`config.mk`:
```
export PLATFORM = sky130hd
export DESIGN_NAME = bk_sector_seq
export DESIGN_NICKNAME = d
export VERILOG_FILES = /design/src/rtl/bk_sector_seq.sv
export SDC_FILE = /design/constraint.sdc
export NUM_CORES = 1
export LEC_CHECK = 0
export CAP_MARGIN = 10
export CORE_UTILIZATION = 30
export DETAILED_ROUTE_END_ITERATION = 8
export GPL_TIMING_DRIVEN = 0
export SLEW_MARGIN = 20
export SYNTH_ARGS = -nofsm -noshare
export SYNTH_HDL_FRONTEND = slang
export SYNTH_SLANG_ARGS = --single-unit
export TNS_END_PERCENT = 100
```
`constraint.sdc`:
```
create_clock -name clk_sys -period 3.3 [get_ports clk_sys]
set_clock_uncertainty 0.2 [all_clocks]
set_input_delay 0.825 -clock clk_sys [delete_from_list [all_inputs] [get_ports clk_sys]]
set_output_delay 0.825 -clock clk_sys [all_outputs]
set_load 0.005 [all_outputs]
```
`src/rtl/bk_sector_seq.sv`:
```
// bk_sector_seq: turns OSD load/save requests into a run of SD sector requests, one slot at a time.
// Optional ack-wait watchdog in REQ is enabled by defining BK_TIMEOUT_EN.
module bk_sector_seq #(
  parameter int SECT_BITS = 6,
  parameter int SLOT_BITS = 2,
  parameter int TMO_BITS  = 24
) (
  input  logic                 clk_sys,
  input  logic                 RESET_n,
  input  logic                 ena,
  input  logic [SLOT_BITS-1:0] slot,
  input  logic                 load_req,
  input  logic                 save_req,
  output logic [31:0]          sd_lba,
  output logic                 sd_rd,
  output logic                 sd_wr,
  input  logic                 sd_ack,
  output logic                 busy,
  output logic                 loading,
  output logic                 done,
  output logic                 err
);

  typedef enum logic [1:0] {ST_IDLE, ST_REQ, ST_XFER} state_t;

  if (TMO_BITS < 2 || SECT_BITS + SLOT_BITS > 32) begin : g_param_check
    $error("bk_sector_seq: unsupported parameter combination");
  end

  state_t      r_state;
  logic        r_old_load;
  logic        r_old_save;
  logic        r_old_ack;
  logic        r_armed;
  logic        w_load_start;
  logic        w_save_start;
  logic        w_ack_rise;
  logic        w_ack_fall;
  logic        w_last_sect;
  logic [31:0] w_base_lba;

  // r_armed keeps a request that is already high at reset release from counting as an edge.
  assign w_load_start = r_armed & ~r_old_load & load_req & ena;
  assign w_save_start = r_armed & ~r_old_save & save_req & ena;
  assign w_ack_rise   = ~r_old_ack & sd_ack;
  assign w_ack_fall   = r_old_ack & ~sd_ack;
  assign w_last_sect  = &sd_lba[SECT_BITS-1:0];
  assign w_base_lba   = 32'({slot, {SECT_BITS{1'b0}}});

`ifdef BK_TIMEOUT_EN
  logic [TMO_BITS-1:0] r_tmo;
  logic [TMO_BITS-1:0] w_tmo_next;
  logic                w_tmo_expire;

  assign w_tmo_next   = r_tmo + 1'b1;
  assign w_tmo_expire = &w_tmo_next;

  // Leaving REQ always clears the count, so every entry to REQ starts from zero.
  always_ff @(posedge clk_sys or negedge RESET_n) begin
    if (!RESET_n) begin
      r_tmo <= '0;
    end else if (r_state != ST_REQ) begin
      r_tmo <= '0;
    end else begin
      r_tmo <= w_tmo_next;
    end
  end
`else
  assign err = 1'b0;
`endif

  // NOTE: all state here is sequential, so every assignment is non-blocking.
  always_ff @(posedge clk_sys or negedge RESET_n) begin
    if (!RESET_n) begin
      r_state    <= ST_IDLE;
      r_old_load <= 1'b0;
      r_old_save <= 1'b0;
      r_old_ack  <= 1'b0;
      r_armed    <= 1'b0;
      sd_lba     <= '0;
      sd_rd      <= 1'b0;
      sd_wr      <= 1'b0;
      busy       <= 1'b0;
      loading    <= 1'b0;
      done       <= 1'b0;
`ifdef BK_TIMEOUT_EN
      err        <= 1'b0;
`endif
    end else begin
      r_armed    <= 1'b1;
      r_old_load <= load_req & ena;
      r_old_save <= save_req & ena;
      r_old_ack  <= sd_ack;
      // NOTE: pulse outputs default low each cycle; only the completing branch raises them.
      done       <= 1'b0;
`ifdef BK_TIMEOUT_EN
      err        <= 1'b0;
`endif
      case (r_state)
        ST_IDLE: begin
          // Load has priority; a simultaneous save edge is simply dropped.
          if (w_load_start || w_save_start) begin
            r_state <= ST_REQ;
            busy    <= 1'b1;
            loading <= w_load_start;
            sd_lba  <= w_base_lba;
            sd_rd   <= w_load_start;
            sd_wr   <= ~w_load_start;
          end
        end
        ST_REQ: begin
          if (w_ack_rise) begin
            sd_rd   <= 1'b0;
            sd_wr   <= 1'b0;
            r_state <= ST_XFER;
          end
`ifdef BK_TIMEOUT_EN
          else if (w_tmo_expire) begin
            sd_rd   <= 1'b0;
            sd_wr   <= 1'b0;
            busy    <= 1'b0;
            loading <= 1'b0;
            err     <= 1'b1;
            r_state <= ST_IDLE;
          end
`endif
        end
        ST_XFER: begin
          if (w_ack_fall) begin
            if (w_last_sect) begin
              busy    <= 1'b0;
              loading <= 1'b0;
              done    <= 1'b1;
              r_state <= ST_IDLE;
            end else begin
              // loading doubles as the latched operation type for the whole sequence.
              sd_lba  <= sd_lba + 32'd1;
              sd_rd   <= loading;
              sd_wr   <= ~loading;
              r_state <= ST_REQ;
            end
          end
        end
        default: r_state <= ST_IDLE;
      endcase
    end
  end

endmodule

```
==> results.ini <==
[floorplanning]
io_pins=46
initial_core_util_pct=31.78
fp-row-count=29
die_area_um2=7256
core_um2=6531
die_h_um=85.18
die_w_um=85.18

[drt]
avgViaCountPerCell=4.939
num_vias=1625
first_pass_iters=4
drc=0
ant_nets=0
drtIter0Drc=66
totalWireLength_um=4585
wl_per_cell_um=13.94

[synth]
ys_types=48
syn_inst=199
yosys_warnings=0
post-synth-top-area-fraction_pct=51.84
synth-edff-count=0
syn-num-nets=212
yosysMostFrequentCell=dfrtp_1
ys_seq_elements=43
synthTopCellsByArea=dfrtp_1 (52%), nor2b_1 (4.8%), ha_1 (3.0%)
yosys-top-cells-count=dfrtp_1 (43), nor2_1 (16), nor2b_1 (16)
yosys.area.top_type=dfrtp_1
ys_async_sr_fraction_pct=100.0
yosysSeqAreaShare_pct=51.84
netlist_area_um2=2076
syn_avg_cell_area_um2=10.43
synth_top_flop_cell=dfrtp_1

[cells_and_area]
fin_nets=264
syn_to_final_growth_pct=31.22
drive_gt1_share_pct=12.30
final_util_pct=41.71
top_regs=sd_lba x32, r_state x2
regMostFlops=sd_lba
largest_register_ffs=32
fillers=640
diodes=0

[timing]
worst_slew_pin_slew_ns=0.5694
holdWs_ns=0.2089
finalSetupTns_ns=0
max_freq_mhz=315.2
finalCritPeriodShare_pct=96.14
final_hold_viol_count=0
setup_viol=0
rsz0062_at_grt=false
maxSlewViolCount=0
layout_min_cycle_time_ns=3.173
slew-limit-headroom_pct=62.04

[setup_path]
crit_path_max_fanout=10
start_kind=input pin
criticalPathCategory=input pin to flip-flop
crit_arrival_ns=3.19
cp-end-kind=flip-flop
required_ns=3.31

[grt]
grt_pass1_wl_um=7700
gr-total-overflow=0
grt_util_all_layers_pct=13.41
grt_pass1_vias=1585
grt_max_degree=32
antenna_found_initial=0

[clock_network]
clk_latency_ns=0.30
cts_tree=yes
cts_sinks=43
cts-root-buf=clkbuf_8
clock_path_buffers=2
cts_htree_levels=2
post_cts_buffers=0
clk_pin_slew_ns=0.09
numCtsBuffers=5

[place]
hpwlAfterDp_um=3321
port_buffers=44
place.gp.congestion=0.7353

[flow_run]
maxCapViolCount=0

[power_and_ir_drop]
power_density_nw_per_um2=620.5
power.total_uw=1690
peakVddDrop_mv=0.2552
leakage_uw=0.001170

[outcome]
status=finished clean

[worst_hold_path]
hp-class=input pin to asynchronous set/reset pin

-- critical path: stages --
cell and delay [ns]:
clkdlybuf4s50_1 0.52, nand4b_2 0.25, a32o_1 0.33, buf_6 0.14
or4_1 0.50, buf_2 0.17, or3_1 0.31, a21oi_1 0.14
-- report_power, final --
part / switching [uW] / total, uW / leakage [uW] / internal [uW]
clock: 180 / 329 / 0.0000412 / 148
sequential: 92.6 / 703 / 0.000576 / 610
combinational: 326 / 659 / 0.000553 / 332
total: 599 / 1690 / 0.00117 / 1090
-- kinds of logic (layout without fill, tap and decap cells) --
logic type	Yosys count	count (layout)	synth area share [%]
adders and majority gates	5	5	3.014
xor gates and xnor gates	9	9	3.797
buffers and inverters	13	66	3.134
and+or+nand+nor	90	90	24.29
DFF	43	43	51.84
muxes	7	7	3.677
other	2	2	0.3618
AOI/OAI and AO/OA	30	30	9.887
-- cell type report --
type / count / area (um^2) / area share [%]
plain buffers: 8 / 46.29 / 1.700
clock buffers: 6 / 72.57 / 2.664
clock inverters: 2 / 12.51 / 0.4593
inverters: 5 / 18.77 / 0.6890
multi-input cells: 143 / 945.9 / 34.73
flip-flops and latches: 43 / 1076 / 39.50
well taps: 77 / 96.34 / 3.537
repair buffers: 45 / 455.4 / 16.72
-- metrics by stage --
stage                     worst slack [ns]  cells  cell area [um^2]
after floorplan                     0.5434    199              2076
after global placement             -0.4264    320              2613
after detailed placement           -0.4573    321              2628
after CTS                           0.1130    329              2724
after global routing              0.002128    329              2724
final                               0.1273    329              2724
-- placed cells by master, fill, tap and decap left out, types with 2 or more instances in the layout --
cell and n:
nor4_1 2, xnor2_1 5, inv_1 5, mux2_2 5
and2_1 2, clkdlybuf4s50_1 43, a22o_1 2, o21ai_0 9
a21oi_1 8, dfrtp_1 43, buf_4 2, and2_2 2
or4_1 2, ha_1 5, clkbuf_1 5, clkbuf_8 5
or3_1 4, nor2_1 16, mux2i_1 2, conb_1 2
nor2b_1 16, nand2_1 15, nand4_1 8, nor3_1 2
buf_2 2, xor2_1 4, and3_1 2, nand3_1 8
-- layer usage --
layer | vias up | global-route usage (%) | routed length (um)
met4 | 0 | 4.160 | 53
li1 | 805 | - | -
met2 | 47 | 20.89 | 2055
met5 | - | 0 | 0
met1 | 769 | 18.61 | 2249
met3 | 4 | 3.016 | 227
-- final timing paths --
kind                                         from                endpoint  slack (ns)  cells past startpoint
hold / removal                            RESET_n   sd_lba[3]$_DFFE_PN0P_        0.21                      1
min in group clk_sys             busy$_DFFE_PN0P_        busy$_DFFE_PN0P_        0.32                      1
setup / recovery                              ena  sd_lba[15]$_DFFE_PN0P_        0.13                      8
setup reg to reg           r_state[1]$_DFFE_PN0P_  sd_lba[29]$_DFFE_PN0P_        0.61                      7
hold reg to reg                  busy$_DFFE_PN0P_        busy$_DFFE_PN0P_        0.32                      1
max in group asynchronous                 RESET_n  sd_lba[20]$_DFFE_PN0P_        2.22                      2
-- timing repair --
action | 4_1_cts | 5_1_grt
setup endpoints to repair | 10 | 0
resized for setup | 2 | 0
hold buffers | 0 | 0
Note: power is estimated with default switching activity, not from simulation.
